File: config.mk
export PLATFORM = sky130hd
export DESIGN_NAME = reloj_set_ctrl
export DESIGN_NICKNAME = d
export VERILOG_FILES = /design/src/rtl/reloj_set_ctrl.sv
export SDC_FILE = /design/constraint.sdc
export NUM_CORES = 1
export LEC_CHECK = 0
export CELL_PAD_IN_SITES_DETAIL_PLACEMENT = 0
export CELL_PAD_IN_SITES_GLOBAL_PLACEMENT = 2
export CORE_ASPECT_RATIO = 1.4
export CORE_MARGIN = 8
export CORE_UTILIZATION = 40
export CTS_CLUSTER_DIAMETER = 120
export DETAILED_ROUTE_END_ITERATION = 12
export GPL_ROUTABILITY_DRIVEN = 0
export GPL_TIMING_DRIVEN = 0
export PLACE_DENSITY = 0.78
export SYNTH_ARGS = -nofsm -noshare
export SYNTH_HDL_FRONTEND = slang
export SYNTH_SLANG_ARGS = --single-unit
File: constraint.sdc
create_clock -name clk -period 4.4 [get_ports clk]
set_clock_uncertainty 0.15 [all_clocks]
set_input_delay 0.88 -clock clk [delete_from_list [all_inputs] [get_ports clk]]
set_output_delay 0.88 -clock clk [all_outputs]
set_load 0.02 [all_outputs]
File: src/rtl/reloj_set_ctrl.sv
`default_nettype none
// ============================================================================
//  Module   : reloj_set_ctrl
//  Purpose  : Time-set sequencer for the HH:MM clock. Debounces the SET and
//             INC buttons, steps RUN -> SET_M0 -> SET_M1 -> SET_H -> RUN on
//             SET presses, issues one-clock increment strobes to the selected
//             digit counter and drives per-digit blink (blank) masks.
//  Ports    : clk         1 MHz master clock, rising edge
//             rst_n       asynchronous reset, active-low
//             tick100_i   one-clock 100 Hz strobe
//             btn_set_i   raw SET button (async, active-high)
//             btn_inc_i   raw INC button (async, active-high)
//             sel_o       mode: 00 RUN, 01 SET_M0, 10 SET_M1, 11 SET_H
//             run_en_o    1 in RUN, 0 in any SET_* mode
//             inc_m0_o / inc_m1_o / inc_h_o        increment strobes
//             blank_m0_o / blank_m1_o / blank_h_o  digit blank masks
//  Options  : `define AUTOREP_EN enables INC auto-repeat while held.
//  Revision : 1.0 - initial release
// ============================================================================
module reloj_set_ctrl #(
    parameter int DEB_TICKS     = 3,
    parameter int BLINK_TICKS   = 25,
    parameter int TIMEOUT_TICKS = 1000,
    parameter int REP_DELAY     = 50,
    parameter int REP_RATE      = 20
) (
    input  logic       clk,
    input  logic       rst_n,
    input  logic       tick100_i,
    input  logic       btn_set_i,
    input  logic       btn_inc_i,
    output logic [1:0] sel_o,
    output logic       run_en_o,
    output logic       inc_m0_o,
    output logic       inc_m1_o,
    output logic       inc_h_o,
    output logic       blank_m0_o,
    output logic       blank_m1_o,
    output logic       blank_h_o
);

    typedef enum logic [1:0] {
        ST_RUN    = 2'b00,
        ST_SET_M0 = 2'b01,
        ST_SET_M1 = 2'b10,
        ST_SET_H  = 2'b11
    } state_t;

    localparam int TO_W = $clog2(TIMEOUT_TICKS + 1);
    localparam int BL_W = $clog2(BLINK_TICKS + 1);

    // ------------------------------------------------------------------
    // Button conditioning: 2-flop synchroniser, tick-sampled history,
    // stable level and one-clock rise detect. Index 0 = SET, 1 = INC.
    // ------------------------------------------------------------------
    logic [1:0] w_btn_raw;
    logic [1:0] w_rise;

    assign w_btn_raw = {btn_inc_i, btn_set_i};

    for (genvar gi = 0; gi < 2; gi++) begin : g_btn
        logic                 sync1_q;
        logic                 sync2_q;
        logic                 stb_q;
        logic                 stbp_q;
        logic [DEB_TICKS-1:0] hist_q;
        logic [DEB_TICKS-1:0] hist_d;

        always_comb begin
            hist_d = (hist_q << 1) | DEB_TICKS'(sync2_q);
        end

        always_ff @(posedge clk or negedge rst_n) begin
            if (!rst_n) begin
                sync1_q <= 1'b0;
                sync2_q <= 1'b0;
                hist_q  <= '0;
                stb_q   <= 1'b0;
                stbp_q  <= 1'b0;
            end else begin
                sync1_q <= w_btn_raw[gi];
                sync2_q <= sync1_q;
                stbp_q  <= stb_q;
                if (tick100_i) begin
                    hist_q <= hist_d;
                    // Level only moves once the whole history agrees.
                    if (&hist_d) begin
                        stb_q <= 1'b1;
                    end else if (~|hist_d) begin
                        stb_q <= 1'b0;
                    end
                end
            end
        end

        assign w_rise[gi] = stb_q & ~stbp_q;
    end

    // ------------------------------------------------------------------
    // Mode sequencer
    // ------------------------------------------------------------------
    state_t            state_q, state_d;
    logic [TO_W-1:0]   to_q, to_d;
    logic [BL_W-1:0]   bc_q, bc_d;
    logic              ph_q, ph_d;
    logic [2:0]        inc_q, inc_d;      // {h, m1, m0}
    logic [2:0]        blank_q, blank_d;  // {h, m1, m0}
    logic              run_en_q, run_en_d;

    logic w_set_ev;
    logic w_inc_ev;
    logic w_in_set;
    logic w_rep_fire;
    logic w_inc_fire;
    logic w_timeout;

    assign w_set_ev   = w_rise[0];
    assign w_inc_ev   = w_rise[1];
    assign w_in_set   = (state_q != ST_RUN);
    // A SET event in the same clock swallows any INC strobe.
    assign w_inc_fire = (w_inc_ev | w_rep_fire) & w_in_set & ~w_set_ev;
    assign w_timeout  = w_in_set & (to_q == TO_W'(TIMEOUT_TICKS));

`ifdef AUTOREP_EN
    localparam int REP_MAX = (REP_DELAY > REP_RATE) ? REP_DELAY : REP_RATE;
    localparam int RP_W    = $clog2(REP_MAX + 1);

    logic [RP_W-1:0] rc_q;
    logic            first_q;
    logic            w_inc_held;

    assign w_inc_held = g_btn[1].stb_q;
    // First repeat after REP_DELAY ticks, then every REP_RATE ticks.
    assign w_rep_fire = w_inc_held & w_in_set & tick100_i &
                        (first_q ? (rc_q == RP_W'(REP_DELAY - 1))
                                 : (rc_q == RP_W'(REP_RATE - 1)));

    always_ff @(posedge clk or negedge rst_n) begin
        if (!rst_n) begin
            rc_q    <= '0;
            first_q <= 1'b1;
        end else if (w_inc_ev || (state_d != state_q) || !w_inc_held || !w_in_set) begin
            rc_q    <= '0;
            first_q <= 1'b1;
        end else if (tick100_i) begin
            if (w_rep_fire) begin
                rc_q    <= '0;
                first_q <= 1'b0;
            end else begin
                rc_q    <= rc_q + RP_W'(1);
            end
        end
    end
`else
    // Repeat parameters stay on the interface so both builds are drop-in
    // compatible; the reference folds to a constant zero.
    localparam bit REP_CFG_OK = (REP_DELAY > 0) && (REP_RATE > 0);
    assign w_rep_fire = 1'b0 & REP_CFG_OK;
`endif

    always_comb begin
        state_d  = state_q;
        to_d     = to_q;
        bc_d     = bc_q;
        ph_d     = ph_q;
        inc_d    = 3'b000;
        blank_d  = 3'b000;
        run_en_d = (state_q == ST_RUN);

        if (w_set_ev) begin
            state_d = state_t'(state_q + 2'd1);
        end else if (w_timeout && !w_inc_fire) begin
            state_d = ST_RUN;
        end

        if (w_inc_fire) begin
            case (state_q)
                ST_SET_M0: inc_d = 3'b001;
                ST_SET_M1: inc_d = 3'b010;
                ST_SET_H:  inc_d = 3'b100;
                default:   inc_d = 3'b000;
            endcase
        end

        // Idle timer: restarts on any state change or accepted press.
        if ((state_d != state_q) || w_inc_fire) begin
            to_d = '0;
        end else if (w_in_set && tick100_i && (to_q != TO_W'(TIMEOUT_TICKS))) begin
            to_d = to_q + TO_W'(1);
        end

        // Blink phase restarts visible whenever the edited value changes.
        if ((state_d != state_q) || w_inc_fire) begin
            bc_d = '0;
            ph_d = 1'b0;
        end else if (tick100_i) begin
            if (bc_q == BL_W'(BLINK_TICKS - 1)) begin
                bc_d = '0;
                ph_d = ~ph_q;
            end else begin
                bc_d = bc_q + BL_W'(1);
            end
        end

        case (state_d)
            ST_SET_M0: blank_d = {2'b00, ph_d};
            ST_SET_M1: blank_d = {1'b0, ph_d, 1'b0};
            ST_SET_H:  blank_d = {ph_d, 2'b00};
            default:   blank_d = 3'b000;
        endcase
    end

    always_ff @(posedge clk or negedge rst_n) begin
        if (!rst_n) begin
            state_q  <= ST_RUN;
            to_q     <= '0;
            bc_q     <= '0;
            ph_q     <= 1'b0;
            inc_q    <= 3'b000;
            blank_q  <= 3'b000;
            run_en_q <= 1'b1;
        end else begin
            state_q  <= state_d;
            to_q     <= to_d;
            bc_q     <= bc_d;
            ph_q     <= ph_d;
            inc_q    <= inc_d;
            blank_q  <= blank_d;
            run_en_q <= run_en_d;
        end
    end

    assign sel_o      = state_q;
    assign run_en_o   = run_en_q;
    assign inc_m0_o   = inc_q[0];
    assign inc_m1_o   = inc_q[1];
    assign inc_h_o    = inc_q[2];
    assign blank_m0_o = blank_q[0];
    assign blank_m1_o = blank_q[1];
    assign blank_h_o  = blank_q[2];

endmodule
`default_nettype wire

# Yosys cells after proc, flatten, opt, wreduce, memory -nomap -nowiden
# Cells that the tools add are included.
totals:
  ff_bits: 37
  latch_bits: 0
  mem_bits_rw: 0
  rom_bits: 0
  in_bits: 5
  output_inout_bits: 9
  wordCells: 75
  mem_count: 0
op_classes:
  add_sub_neg: 3
  n_mul: 0
  n_div: 0
  magnitude_cmp: 0
  eq_ne: 12
  shift: 0
  mux: 17
  bitwise_logic: 11
  n_reduce_logical: 15
op_table:
  columns: ["operator", "n"]
  rows:
  - ["$mux W10", 2]
  - ["$pmux W3 S3", 2]
  - ["$mux W5", 3]
  - ["$add A10 B1 Y10 const B", 1]
  - ["$eq A10 B10 Y1 const B", 1]
  - ["$ne A10 B10 Y1 const B", 1]
  - ["$eq A2 B2 Y1 const B", 4]
  - ["$mux W1", 7]
  - ["$or A3 B1 Y3", 2]
  - ["$reduce_and A3 Y1", 2]
  - ["$reduce_bool A2 Y1", 3]
  - ["$reduce_or A3 Y1", 2]
  - ["$add A5 B1 Y5 const B", 1]
  - ["$and A1 B1 Y1", 5]
  - ["$eq A5 B5 Y1 const B", 1]
  - ["$eq A2 B1 Y1 const B", 2]
  - ["$mux W2", 2]
  - ["$ne A2 B2 Y1 const B", 2]
  - ["$not A1 Y1", 4]
  - ["$reduce_and A2 Y1", 2]
  - ["$logic_and A1 B1 Y1", 3]
  - ["$mux W3", 1]
  - ["$add A2 B1 Y2 const B", 1]
  - ["$logic_not A2 Y1", 1]
  - ["3 further kinds", 3]

# Depth between registers and ports, before layout
# Gate-level depths: netlist of run 1.
depth:
  depth_word: 12
  ltp_mapped: 7

# Least setup slack after synthesis of run 1
# Ideal clock, no wire load.
synth_timing:
  path_type: "in2reg"
  from: "in tick100_i"
  to: "reg g_btn[0].hist_q[0]"
  setup_ps: 125
  arrival_ps: 1697
  required_ps: 4125
  path_slack_ps: 2428
  stages: 3
  cell_sequence: "buf_2 > buf_1 > mux2_2"
synth_lines:
  columns: ["item", "line_no", "source"]
  rows:
  - ["from (decl)", "29", "input logic tick100_i,"]
  - ["to (signal assigned)", "85", "hist_q <= hist_d;"]
  - ["to (decl)", "66", "logic [DEB_TICKS-1:0] hist_q;"]
# No word-level cell between the ends.

# Final worst setup path of run 1
layout_timing:
  from: "reg state_q[0], in the netlist sel_o[0]"
  to: "out sel_o[0]"
layout_lines:
  columns: ["item", "line_no", "source"]
  rows:
  - ["from (decl)", "102", "state_t state_q, state_d;"]
  - ["from (signal assigned)", "223", "state_q <= state_d;"]
  - ["to (decl)", "32", "output logic [1:0] sel_o,"]
# No word-level cell between the ends.

==> results of run 1 <==
layer usage:
metal	vias up	routed length, um
li1	572	-
met1	578	1350
met2	15	1680
met3	5	111
met4	0	61
met5	-	0
cells in the mapped netlist, drive strengths merged, types with 4 or more instances:
cell	instances
nor2	17
nand4	4
xnor2	4
xor2	4
o21ai	4
nand2	12
a21oi	7
inv	7
dfrtp	36
nor3	7
ha	8
mux2	5
nand3	5
state kept, by name (all words and copies together) (netlist names):
name	cells
to_q	10
bc_q	5
g_btn.hist_q	4
blank_q	3
inc_q	3
g_btn.stb_q	2
g_btn.stbp_q	2
g_btn.sync1_q	2
g_btn.sync2_q	2
sel_o	2
ph_q	1
run_en_o	1
placed cells by master, fill, tap and decap left out, types with 2 or more instances in the layout:
cell	synthesis	layout
buf_2	1	2
o21a_1	2	2
o21ai_0	4	4
xnor2_1	4	4
clkbuf_8	0	5
nand2b_1	3	3
a31oi_1	3	3
nor2b_1	2	2
nand3_1	4	4
nand4_1	4	4
dfrtp_1	36	36
ha_1	8	8
mux2_2	5	5
clkdlybuf4s50_1	0	11
inv_1	7	7
a21oi_1	7	7
nor3_1	7	7
xor2_1	4	4
nor2_1	17	17
nand2_1	12	12
nor3b_1	2	2
and2_1	3	3
mux2i_1	3	3
cells by family after synthesis:
family	count (synthesis)	share of synthesized area, %
flops	37	54.4
fa+ha+maj	8	5.88
buf+inv	10	2.72
mux	8	5.07
xor+xnor	8	4.11
compound gates	20	8.01
simple gates	63	19.8
metrics by stage:
stage	utilization (%)	hold slack, ns	area (sq um)	worst slack (ns)
6_report	47.7	0.219	1990	1.95
3_3_place_gp	45.1	0.189	1880	1.48
4_1_cts	47.7	0.218	1990	1.92
5_1_grt	47.7	0.224	1990	1.89
2_1_floorplan	-	0.181	1700	2.43
3_5_place_dp	45.0	0.190	1870	2.25
cell type report:
class / count / area (sq um)
buffer: 3 / 20.0
clock buffer: 5 / 68.8
clock inverter: 3 / 46.3
fill: 416 / 2180
inverter: 7 / 26.3
multi-input combinational: 107 / 729
sequential: 37 / 927
tap: 45 / 56.3
timing repair buffer: 12 / 115
power by group:
| group | switching [mW] | internal [mW] |
|---|---|---|
| Sequential | 0.0706 | 0.400 |
| Combinational | 0.144 | 0.113 |
| Clock | 0.125 | 0.170 |
| Total | 0.340 | 0.682 |
path summary, 6_finish.rpt:
check / to / cells past startpoint
min in group asynchronous: to_q[9] / 1
max in group asynchronous: ph_q / 1
max: sel_o[0] / 1
min reg2reg: g_btn[1].sync2_q / 0
min: g_btn[1].sync2_q / 0
max reg2reg: to_q[1] / 6
==> results.ini, run 1 <==
[worst_setup_path]
cp-end-kind=output port
crit_chain=clkdlybuf4s50_1
startpoint=sel_o[0]
cp.required_ns=3.37
path_max_fanout=8
cp_slowest_cell=clkdlybuf4s50_1
crit_type=reg2out
arrival_ns=1.42
cpPeakStageDelay_ns=0.66
cp-start-kind=flop
crit_buf_inv=1
rrSetupSlack_ns=2.40
crit_family=buffers and inverters
reg2reg_from=sel_o[0]

[synthesis]
synth_edf_count=0
syn_nets=167
syn_inst=154
yosys.area.top_type=dfrtp_1
synthFlopType=dfrtp_1
ys.warnings.count=0
syn_area_sq_um=1700
synth_cell_types=37
ys_top_cells_by_area=dfrtp_1, ha_1, nor2_1
synth_top_area_share_pct=52.9
avgSynthCellArea_sq_um=11.1
async_flop_share_pct=100
ys_seq_area_share_pct=54.4
ys_seq_elements=37

[power_and_ir_drop]
power_density_nw_per_um2=514
power.leakage_nw=0.870
power.total_mw=1.02
vdd_drop_max_mv=0.245

[outcome]
status=finished, final reports clean

[floorplanning]
fp.dieW_um=71.1
core_sq_um=4170
initial_core_util_pct=40.8
dieArea_sq_um=6630
ios=14
fp.dieH_um=93.2
rows=28

[layout]
diodes=0
synthToLayoutAreaGrowth_pct=16.8
finalNetCount=186
drive_above_1_share_pct=12.6
instances_no_fill=219

[clock_tree]
clk_path_buf_depth=2
cts_max_level=2
cts_tree=done
clk_latency_ns=0.29
postCtsHoldBufs=0
cts_root_buf=clkbuf_8
path_clk_slew_ns=0.08
cts.sinks=37
numCtsBuffers=5
cts_resized=0
postCtsSetupBuffers=0

[sta]
slew_headroom_pct=44.6
tns_ns=0
fmaxAchievable_ghz=0.407
finalCriticalPeriod_ns=2.45
setup_viol=0
post-route-period-util_pct=55.8
worst_pin_slew_ns=0.831
finalMaxSlewViolations=0
rsz0062_at_grt=false
finalHoldViolCount=0

[route]
routed_wl_um=3200
drc=0
via_count=1170
wl_per_cell_um=14.6
antenna_left=0
drt_first_iter_violations=38
routed_via_density=5.34
drt-pass1-iter-count=4

[run]
maxCapViolCount=0

[global_route]
first_global_vias=1235
antenna_found_initial=0
grt_max_degree=38
gr-usage-met2_pct=18.4
top_usage_layer=met2
gr-total-overflow=0
met1_usage_pct=11.2
grt_pass1_wl_um=5550
grt_usage_pct=10.6
grtUsageMet3_pct=3.32

[placement]
io_buffers=12
placedCellCount=211
dp_hpwl_um=2310

[worst_hold_path]
hold_path.class=reg2reg
hold_start=g_btn[1].sync1_q

Note: power is estimated with default switching activity, not from simulation.
==> run 2, diff against run 1 <==
--- a/config.mk
+++ b/config.mk
@@ -9,12 +9,12 @@
 export CELL_PAD_IN_SITES_GLOBAL_PLACEMENT = 2
 export CORE_ASPECT_RATIO = 1.4
 export CORE_MARGIN = 8
-export CORE_UTILIZATION = 40
+export CORE_UTILIZATION = 38
 export CTS_CLUSTER_DIAMETER = 120
 export DETAILED_ROUTE_END_ITERATION = 12
 export GPL_ROUTABILITY_DRIVEN = 0
 export GPL_TIMING_DRIVEN = 0
-export PLACE_DENSITY = 0.78
+export PLACE_DENSITY = 0.74
 export SYNTH_ARGS = -nofsm -noshare
 export SYNTH_HDL_FRONTEND = slang
 export SYNTH_SLANG_ARGS = --single-unit
==> constraint.sdc (replaced) <==
create_clock -name clk -period 2.4 [get_ports clk]
set_clock_uncertainty 0.15 [all_clocks]
set_input_delay 0.48 -clock clk [delete_from_list [all_inputs] [get_ports clk]]
set_output_delay 0.48 -clock clk [all_outputs]
set_load 0.02 [all_outputs]
==> run 2 against run 1 <==
Cell count is 7.8% higher; setup slack worse by 1.6 ns; register-to-register slack worse by 2.0 ns; combinational power is 84% higher; sequential power is 82% higher; global-route usage is 0.46 points lower; critical path type unchanged; largest power group unchanged.
==> results.ini, run 2 (synthesis gave the netlist of run 1 again) <==
[worst_setup_path]
crit_type=reg2out
path_max_fanout=8
cp-start-kind=flop
cpPeakStageDelay_ns=0.65
crit_buf_inv=1
cp_slowest_cell=clkdlybuf4s50_1
crit_family=buffers and inverters
crit_chain=clkdlybuf4s50_1
cp.required_ns=1.77
cp-end-kind=output port
arrival_ns=1.41

[global_route]
grt_max_degree=38
first_global_vias=1159
grt_pass1_wl_um=5440
antenna_found_initial=0
grt_usage_pct=10.2
gr-total-overflow=0

[power_and_ir_drop]
power_density_nw_per_um2=933
power.leakage_nw=0.874
power_frac_comb_pct=25.2
power.switching_mw=0.597
p_clk_share_pct=29.2
p_seq_share_pct=45.6
p_sw_share_pct=31.8
power.internal_mw=1.28
vdd_drop_max_mv=0.369
power.total_mw=1.88

[outcome]
status=finished, final reports clean

[layout]
diodes=0
regMostFlops=to_q
instances_no_fill=236
fin_area_sq_um=2010
utilization_pct=45.4
final_common_cell=dfrtp_1
synthToLayoutAreaGrowth_pct=18.1
top_regs=to_q x10, bc_q x5, g_btn.hist_q x4
final_cell_mix=dfrtp_1, nor2_1, nand2_1
largest_reg_flops=10
finalNetCount=186
drive_above_1_share_pct=12.1

[route]
routed_wl_um=3170
drc=0
drt-pass1-iter-count=4
via_count=1173
wl_per_cell_um=13.4
routed_via_density=4.97
antenna_left=0
drt_first_iter_violations=30

[sta]
finalHoldViolCount=0
worst_pin_slew_ns=0.830
setup_viol=0
finalCriticalPeriod_ns=2.04
slew_headroom_pct=44.7
rsz0062_at_grt=false
fin_ws_ns=0.365
fmaxAchievable_ghz=0.491
finalMaxSlewViolations=0
tns_ns=0
post-route-period-util_pct=84.8
worst_hold_slack_ns=0.141

[clock_tree]
numCtsBuffers=5
cts_resized=0
postCtsHoldBufs=0
cts_root_buf=clkbuf_8
clk_latency_ns=0.28
path_clk_slew_ns=0.07
cts_max_level=2
cts_tree=done
cts.sinks=37
postCtsSetupBuffers=0
clk_path_buf_depth=2

[placement]
io_buffers=12
placedCellCount=228
pre_cts_ws_ns=0.353
dpl_cell_area_sq_um=1900
dp_hpwl_um=2280

[run]
maxCapViolCount=0

[floorplanning]
core_sq_um=4430
dieArea_sq_um=6910
fp.dieW_um=72.6
rows=29
ios=14
initial_core_util_pct=38.5
fp.dieH_um=95.2

[worst_hold_path]
hold_path.class=in2async

[run 2: changes by cell type in the layout (fill, tap and decap cells not counted)]
cell / change
clkbuf_1: +1
clkbuf_8: +1
clkinv_4: -1
clkinvlp_4: -1
[run 2: metal layers]
layer  track usage [%]  vias up  wire length (um)
met5                 0        -                 0
met4              5.03        0                50
met3              2.74        4                87
met2              18.3       14              1750
met1              10.6      583              1290
li1                  -      572                 -
[run 2: worst paths after layout]
| kind | startpoint | end | slack, ns | cells past startpoint |
|---|---|---|---|---|
| setup / recovery | sel_o[0] | sel_o[0] | 0.36 | 1 |
| hold / removal | rst_n | to_q[5] | 0.14 | 1 |
| setup reg to reg | to_q[0] | to_q[0] | 0.39 | 7 |
| hold reg to reg | g_btn[0].sync1_q | g_btn[0].sync2_q | 0.21 | 0 |
| max in group asynchronous | rst_n | bc_q[4] | 1.43 | 1 |
| min in group clk | g_btn[0].sync1_q | g_btn[0].sync2_q | 0.21 | 0 |
[run 2: final cells by class]
class                   count  area (sq um)
fillers                   445          2410
flip-flops and latches     37           927
multi-input cells         107           729
repair buffers             12           115
clock buffers               7          86.3
well taps                  62          77.6
clock inverters             1          30.0
inverters                   7          26.3
plain buffers               3          20.0
[run 2: power groups by stage]
stage	Combinational, mW	Clock [mW]	Sequential [mW]
detailed placement	0.482	0	0.869
finish	0.473	0.549	0.856
CTS	0.483	0.567	0.857
floorplan	0.307	0	0.873
global placement	0.473	0	0.866
global route	0.533	0.589	0.875
[run 2: worst reg2reg max path, cell delays in order (launching register included)]
cell      delay, ns
dfrtp_1        0.45
inv_1          0.08
ha_1           0.15
and4bb_2       0.25
nand3_2        0.14
o31ai_4        0.41
buf_6          0.21
nor2_1         0.06
